==> config.mk <==
export PLATFORM = sky130hd
export DESIGN_NAME = tt_sweep_ctrl_flat
export DESIGN_NICKNAME = d
export VERILOG_FILES = /design/src/rtl/tt_sweep_pkg.sv /design/src/rtl/tt_sweep_ctrl_if.sv /design/src/rtl/tt_mis_tracker.sv /design/src/rtl/tt_sweep_ctrl.sv /design/src/flat_wrapper.sv
export SDC_FILE = /design/constraint.sdc
export NUM_CORES = 1
export LEC_CHECK = 0
export CAP_MARGIN = 20
export CORE_UTILIZATION = 39
export CTS_BUF_LIST = sky130_fd_sc_hd__clkbuf_4 sky130_fd_sc_hd__clkbuf_8
export CTS_CLUSTER_DIAMETER = 80
export DETAILED_ROUTE_END_ITERATION = 8
export GPL_TIMING_DRIVEN = 0
export HOLD_SLACK_MARGIN = 0.05
export PLACE_DENSITY = 0.65
export SLEW_MARGIN = 20
export SYNTH_ARGS = -nofsm -noshare
export SYNTH_HDL_FRONTEND = slang
export SYNTH_HIERARCHICAL = 1
export SYNTH_SLANG_ARGS = --single-unit
==> constraint.sdc <==
create_clock -name clk -period 2.82 [get_ports clk]
set_input_delay 0.564 -clock clk [delete_from_list [all_inputs] [get_ports clk]]
set_output_delay 0.564 -clock clk [all_outputs]
set_load 0.1 [all_outputs]
==> src/rtl/tt_sweep_pkg.sv <==
// ---------------------------------------------------------------------------
// tt_sweep_pkg
// Shared definitions for the truth-table sweep sequencer:
//   state_t  - sequencer FSM states
//   tt_len() - truth-table length for a given input count (2^n)
// ---------------------------------------------------------------------------
package tt_sweep_pkg;

  typedef enum logic [1:0] {
    IDLE   = 2'd0,
    WAIT   = 2'd1,
    SAMPLE = 2'd2,
    DONE   = 2'd3
  } state_t;

  function automatic int tt_len(input int n);
    return 1 << n;
  endfunction

endpackage

==> src/rtl/tt_sweep_ctrl_if.sv <==
// ---------------------------------------------------------------------------
// tt_sweep_ctrl_if
// Bundle between the sweep sequencer and the harness around it.
//   start          request a sweep
//   vec_o          vector driven to both netlists
//   ya_i / yb_i    outputs of netlist A / B
//   busy, done     sweep status (done is a one-cycle pulse)
//   tt_a           truth table of netlist A
//   mismatch, mis_count, first_mis_idx   A-vs-B comparison results
// slave modport: the sequencer. master modport: the harness.
// ---------------------------------------------------------------------------
interface tt_sweep_ctrl_if
  import tt_sweep_pkg::*;
#(
  parameter int N_IN = 6
);
  localparam int T = tt_len(N_IN);

  logic            start;
  logic [N_IN-1:0] vec_o;
  logic            ya_i;
  logic            yb_i;
  logic            busy;
  logic            done;
  logic [T-1:0]    tt_a;
  logic            mismatch;
  logic [N_IN:0]   mis_count;
  logic [N_IN-1:0] first_mis_idx;

  modport slave (
    input  start, ya_i, yb_i,
    output vec_o, busy, done, tt_a, mismatch, mis_count, first_mis_idx
  );

  modport master (
    output start, ya_i, yb_i,
    input  vec_o, busy, done, tt_a, mismatch, mis_count, first_mis_idx
  );

endinterface

==> src/rtl/tt_mis_tracker.sv <==
// ---------------------------------------------------------------------------
// tt_mis_tracker
// Accumulates the A-vs-B comparison over one sweep.
//   clk, rst_n        clock, synchronous active-low reset
//   clear_i           zero all results (sweep start)
//   sample_en_i       compare ya_i/yb_i for minterm idx_i this cycle
//   mismatch_o        any differing minterm seen
//   mis_count_o       number of differing minterms (0..2^N_IN)
//   first_mis_idx_o   lowest differing minterm (0 if none)
// ---------------------------------------------------------------------------
module tt_mis_tracker #(
  parameter int N_IN = 6
) (
  input  logic            clk,
  input  logic            rst_n,
  input  logic            clear_i,
  input  logic            sample_en_i,
  input  logic [N_IN-1:0] idx_i,
  input  logic            ya_i,
  input  logic            yb_i,
  output logic            mismatch_o,
  output logic [N_IN:0]   mis_count_o,
  output logic [N_IN-1:0] first_mis_idx_o
);
  localparam logic [N_IN:0] CNT_ONE = (N_IN + 1)'(1);

  logic            mismatch_q, mismatch_d;
  logic [N_IN:0]   cnt_q, cnt_d;
  logic [N_IN-1:0] first_q, first_d;

  always_ff @(posedge clk) begin
    if (!rst_n) begin
      mismatch_q <= 1'b0;
      cnt_q      <= '0;
      first_q    <= '0;
    end else begin
      mismatch_q <= mismatch_d;
      cnt_q      <= cnt_d;
      first_q    <= first_d;
    end
  end

  // Minterms arrive in ascending order, so the first hit is the lowest index.
  always_comb begin
    mismatch_d = mismatch_q;
    cnt_d      = cnt_q;
    first_d    = first_q;
    if (clear_i) begin
      mismatch_d = 1'b0;
      cnt_d      = '0;
      first_d    = '0;
    end else if (sample_en_i && (ya_i != yb_i)) begin
      cnt_d = cnt_q + CNT_ONE;
      if (!mismatch_q) begin
        mismatch_d = 1'b1;
        first_d    = idx_i;
      end
    end
  end

  assign mismatch_o      = mismatch_q;
  assign mis_count_o     = cnt_q;
  assign first_mis_idx_o = first_q;

endmodule

==> src/rtl/tt_sweep_ctrl.sv <==
// ---------------------------------------------------------------------------
// tt_sweep_ctrl
// Exhaustively sweeps all 2^N_IN input vectors of two combinational
// netlists, waits SETTLE cycles per vector, samples both outputs, builds
// the truth table of A and compares A against B.
//   clk, rst_n   clock, synchronous active-low reset
//   bus          tt_sweep_ctrl_if slave: start, vec_o, ya_i, yb_i, busy,
//                done, tt_a, mismatch, mis_count, first_mis_idx
// ---------------------------------------------------------------------------
module tt_sweep_ctrl
  import tt_sweep_pkg::*;
#(
  parameter int N_IN   = 6,
  parameter int SETTLE = 1
) (
  input  logic           clk,
  input  logic           rst_n,
  tt_sweep_ctrl_if.slave bus
);
  localparam int T      = tt_len(N_IN);
  localparam int WCNT_W = (SETTLE > 1) ? $clog2(SETTLE) : 1;
  localparam logic [WCNT_W-1:0] WCNT_LOAD = WCNT_W'(SETTLE - 1);
  localparam logic [WCNT_W-1:0] WCNT_ONE  = WCNT_W'(1);
  localparam logic [N_IN-1:0]   IDX_LAST  = '1;
  localparam logic [N_IN-1:0]   IDX_ONE   = N_IN'(1);

  state_t          state_q, state_d;
  logic [N_IN-1:0] idx_q, idx_d;
  logic [WCNT_W-1:0] wcnt_q, wcnt_d;
  logic [T-1:0]    tt_a_q, tt_a_d;
  logic            clear, sample_en, busy, done;
  logic            mismatch;
  logic [N_IN:0]   mis_count;
  logic [N_IN-1:0] first_mis_idx;

  always_ff @(posedge clk) begin
    if (!rst_n) state_q <= IDLE;
    else        state_q <= state_d;
  end

  always_ff @(posedge clk) begin
    if (!rst_n) begin
      idx_q  <= '0;
      wcnt_q <= '0;
      tt_a_q <= '0;
    end else begin
      idx_q  <= idx_d;
      wcnt_q <= wcnt_d;
      tt_a_q <= tt_a_d;
    end
  end

  // idx is never advanced past IDX_LAST: SAMPLE exits to DONE instead, so
  // vec_o keeps showing the last vector while idle.
  always_comb begin
    state_d = state_q;
    idx_d   = idx_q;
    wcnt_d  = wcnt_q;
    tt_a_d  = tt_a_q;
    unique case (state_q)
      IDLE: begin
        if (bus.start) begin
          tt_a_d  = '0;
          idx_d   = '0;
          wcnt_d  = WCNT_LOAD;
          state_d = WAIT;
        end
      end
      WAIT: begin
        if (wcnt_q == '0) state_d = SAMPLE;
        else              wcnt_d  = wcnt_q - WCNT_ONE;
      end
      SAMPLE: begin
        tt_a_d[idx_q] = bus.ya_i;
        if (idx_q == IDX_LAST) begin
          state_d = DONE;
        end else begin
          idx_d   = idx_q + IDX_ONE;
          wcnt_d  = WCNT_LOAD;
          state_d = WAIT;
        end
      end
      DONE: state_d = IDLE;
      default: state_d = IDLE;
    endcase
  end

  always_comb begin
    busy      = (state_q == WAIT) || (state_q == SAMPLE);
    done      = (state_q == DONE);
    clear     = (state_q == IDLE) && bus.start;
    sample_en = (state_q == SAMPLE);
  end

  tt_mis_tracker #(
    .N_IN(N_IN)
  ) u_mis (
    .clk            (clk),
    .rst_n          (rst_n),
    .clear_i        (clear),
    .sample_en_i    (sample_en),
    .idx_i          (idx_q),
    .ya_i           (bus.ya_i),
    .yb_i           (bus.yb_i),
    .mismatch_o     (mismatch),
    .mis_count_o    (mis_count),
    .first_mis_idx_o(first_mis_idx)
  );

  assign bus.vec_o         = idx_q;
  assign bus.busy          = busy;
  assign bus.done          = done;
  assign bus.tt_a          = tt_a_q;
  assign bus.mismatch      = mismatch;
  assign bus.mis_count     = mis_count;
  assign bus.first_mis_idx = first_mis_idx;

endmodule

==> src/flat_wrapper.sv <==
// flat-port wrapper written by rule: the top's interface ports become plain ports
module tt_sweep_ctrl_flat import tt_sweep_pkg::*;
#(
  parameter int N_IN   = 6,
  parameter int SETTLE = 1
)
  (clk, rst_n, bus_start, bus_ya_i, bus_yb_i, bus_vec_o, bus_busy, bus_done, bus_tt_a, bus_mismatch, bus_mis_count, bus_first_mis_idx);
  tt_sweep_ctrl_if #(.N_IN(N_IN)) bus_i ();
  input  logic clk;
  input  logic rst_n;
  input wire logic [$bits(bus_i.start)-1:0] bus_start;
  input wire logic [$bits(bus_i.ya_i)-1:0] bus_ya_i;
  input wire logic [$bits(bus_i.yb_i)-1:0] bus_yb_i;
  output wire logic [$bits(bus_i.vec_o)-1:0] bus_vec_o;
  output wire logic [$bits(bus_i.busy)-1:0] bus_busy;
  output wire logic [$bits(bus_i.done)-1:0] bus_done;
  output wire logic [$bits(bus_i.tt_a)-1:0] bus_tt_a;
  output wire logic [$bits(bus_i.mismatch)-1:0] bus_mismatch;
  output wire logic [$bits(bus_i.mis_count)-1:0] bus_mis_count;
  output wire logic [$bits(bus_i.first_mis_idx)-1:0] bus_first_mis_idx;
  assign bus_i.start = bus_start;
  assign bus_i.ya_i = bus_ya_i;
  assign bus_i.yb_i = bus_yb_i;
  assign bus_vec_o = bus_i.vec_o;
  assign bus_busy = bus_i.busy;
  assign bus_done = bus_i.done;
  assign bus_tt_a = bus_i.tt_a;
  assign bus_mismatch = bus_i.mismatch;
  assign bus_mis_count = bus_i.mis_count;
  assign bus_first_mis_idx = bus_i.first_mis_idx;
  tt_sweep_ctrl #(.N_IN(N_IN), .SETTLE(SETTLE)) u_core (.clk(clk), .rst_n(rst_n), .bus(bus_i));
endmodule
==> impl_metrics.tcl <==
set metrics [dict create \
    p_sw_frac 0.3124 \
    fp.dieH_um 99.96 \
    cp_slowest_cell "clkdlybuf4s50_1" \
    worstSetupStartpointType "flop" \
    place_congestion 0.8550 \
    io_buffers 90 \
    arrival_ns 2.14 \
    path_max_fanout 11 \
    synth_area_per_cell_um2 8.207 \
    finalInstanceArea_mm2 0.005025 \
    max_freq_mhz 370.1 \
    rows 35 \
    max_stage_delay_ns 1.21 \
    synth_cells 456 \
    grt_max_degree 17 \
    min_path_type "flop to flop" \
    cts-root-buf "clkbuf_8" \
    p_clk_frac 0.355 \
    period_needed_ns 2.702 \
    grt_pass1_wl_mm 19.15 \
    final_cell_mix "o21ai_0 (144), clkdlybuf4s50_1 (89), dfxtp_1 (86)" \
    synthToLayoutAreaGrowth_pct 34.27 \
    tightestPinTransition_ns 0.9893 \
    antenna_found_initial 0 \
    crit_type "flop to output pin" \
    start_util 0.4031 \
    cts_buffer_depth 2 \
    syn_area_mm2 0.003742 \
    drt_iter0_drc 349 \
    cp_cell_sequence "clkdlybuf4s50_1" \
    slew_viol_final 0 \
    synth_top_area_frac 0.4600 \
    ant_nets 0 \
    via_per_inst 5.593 \
    path_delay_family "buffers and inverters" \
    layout-drive-gt1-share 0.08007 \
    dieWidth_um 99.96 \
    antenna_cells 0 \
    finClkSkew_ns 0.01275 \
    layout.cells.non_filler 691 \
    ys_ff_latch 86 \
    comb_power_share 0.171 \
    io_pins 91 \
    status "finished clean" \
    seq_power_share 0.474 \
    synth_top_cell_by_area "dfxtp_1" \
    clock-sinks 86 \
    finalHoldViolations 0 \
    ys_types 38 \
    worst-endpoint-required_ns 2.26 \
    synthTopCellsByArea "dfxtp_1 (46%), o21ai_0 (19%), a21oi_1 (11%), nand3_1 (2.8%), nor3b_2 (2.0%)" \
    clkTransAtPathRegs_ns 0.09 \
    grt_pass1_vias 3562 \
    post-place-cells 675 \
    setup-tns-final_ns 0 \
    fin_crit_sh 0.9583 \
    synth_nets 466 \
    cts_tree "built" \
    yosysSeqAreaShare 0.4600 \
    clk_latency_ns 0.36 \
    layout_commonest_cell "o21ai_0" \
    cts_setup_buffers 0 \
    wl_per_cell_um 17.51 \
    slew_headroom 0.3384 \
    power.density_mw_per_mm2 519.5 \
    switchingPower_mw 0.8155 \
    vdd_drop_max_mv 0.2910 \
    intPower_mw 1.795 \
    core_mm2 0.009284 \
    placed_area_mm2 0.004810 \
    grt_use_total 0.2496 \
    htree_levels 3 \
    path_buf_inv 1 \
    drc_errors 0 \
    fin_nets 567 \
    numCtsBuffers 9 \
    grt-ovfl-total 0 \
    drt-total-wl_mm 12.10 \
    dr.pass1.iters 5 \
    cellLeakagePower_nw 1.805 \
    setup_viol 0 \
    fillCellCount 926 \
    cp-end-kind "output pin" \
    hpwl_mm 8.105 \
    vias 3865 \
    rsz0062_at_grt "no" \
    fp.dieArea_mm2 0.009991 \
    drv_cap 0 \
    yosysWarnings 6 \
]
layer usage:
layer / wire length, um / track usage
met1: 5368 / 0.3307
met2: 5479 / 0.3905
met3: 979 / 0.05989
met4: 270 / 0.1018
met5: 0 / 0
area by class of cell:
cell class                      instances  area (um2)  area share
Buffer                                 35       161.4     0.03212
Clock buffer                           10       137.6     0.02739
Clock inverter                          6       75.07     0.01494
Inverter                                3       11.26    0.002241
Multi-Input combinational cell        332        1853      0.3688
Sequential cell                        86        1722      0.3426
Tap cell                              129       161.4     0.03212
Timing Repair Buffer                   90       903.4      0.1798
state kept, by name, summed over array words and instances (netlist names):
register                      flops
u_core/bus.tt_a                  64
u_core/bus.vec_o                  6
u_core/state_q                    2
u_core/u_mis/first_mis_idx_o      6
u_core/u_mis/mis_count_o          7
u_core/u_mis/mismatch_o           1
Yosys cell counts:
| library cell | n |
|---|---|
| nor2b_1 | 6 |
| and2_1 | 2 |
| dfxtp_1 | 86 |
| ha_1 | 5 |
| nor2b_4 | 1 |
| nor3b_1 | 1 |
| nand3b_1 | 1 |
| nand4_1 | 6 |
| or4_1 | 4 |
| nand2_1 | 14 |
| nor4b_2 | 1 |
| xor2_1 | 1 |
| clkbuf_1 | 11 |
| xnor2_1 | 1 |
| nand3_1 | 21 |
| nor3_1 | 2 |
| a21boi_0 | 1 |
| nor3b_2 | 6 |
| buf_2 | 5 |
| clkbuf_2 | 7 |
| buf_4 | 4 |
| and3b_1 | 5 |
| nor2_1 | 9 |
| o31ai_1 | 4 |
| buf_1 | 8 |
| o311a_1 | 1 |
| or3_2 | 3 |
| and2b_1 | 1 |
| and3_1 | 2 |
| or4bb_1 | 1 |
| and3b_2 | 1 |
| o21ai_0 | 144 |
| inv_1 | 3 |
| o21bai_1 | 1 |
| or3_1 | 1 |
| mux2i_1 | 1 |
| nand2b_1 | 4 |
| a21oi_1 | 81 |
power groups by stage:
| stage | combinational, mW | clock [mW] | sequential, mW |
|---|---|---|---|
| after floorplan | 0.302 | 0 | 1.29 |
| after global placement | 0.432 | 0 | 1.26 |
| after detailed placement | 0.440 | 0 | 1.27 |
| after CTS | 0.440 | 0.941 | 1.24 |
| after global routing | 0.481 | 1.01 | 1.24 |
| final | 0.447 | 0.926 | 1.24 |
stage by stage:
step           setup WS, ns    util  hold WS, ns  power [mW]
2_1_floorplan        0.6570       -       0.5034       1.596
3_3_place_gp         0.3189  0.5175       0.4661       1.697
3_5_place_dp         0.3269  0.5181       0.4666       1.705
4_1_cts             0.02627  0.5410       0.4866       2.618
5_1_grt             0.04775  0.5412       0.5043       2.728
6_report             0.1177  0.5412       0.4884       2.610
timing repair:
| item | 4_1_cts | 5_1_grt |
|---|---|---|
| setup endpoints to repair | 0 | 1 |
| gates resized for setup | 0 | 1 |
| hold buffers | 0 | 0 |
| endpoints found under the hold margin | 0 | 0 |
path summary, 6_finish.rpt:
kind                               start                     endpoint  slack [ns]  cells after the start
max                  u_core/bus.vec_o[5]                 bus_vec_o[5]        0.12                      1
min reg2reg  u_core/u_mis/mis_count_o[6]  u_core/u_mis/mis_count_o[6]        0.49                      2
min          u_core/u_mis/mis_count_o[6]  u_core/u_mis/mis_count_o[6]        0.49                      2
max reg2reg            u_core/state_q[0]          u_core/bus.tt_a[19]        0.41                      6
kinds of logic after synthesis:
kind of cell               share of synthesized area
buffers and inverters                        0.04614
DFF                                           0.4600
muxes                                       0.002675
AOI/OAI and AO/OA                             0.3156
and+or+nand+nor                               0.1541
adders and majority gates                    0.01672
xor gates and xnor gates                    0.004682
Power figures use the tool's default switching activity.
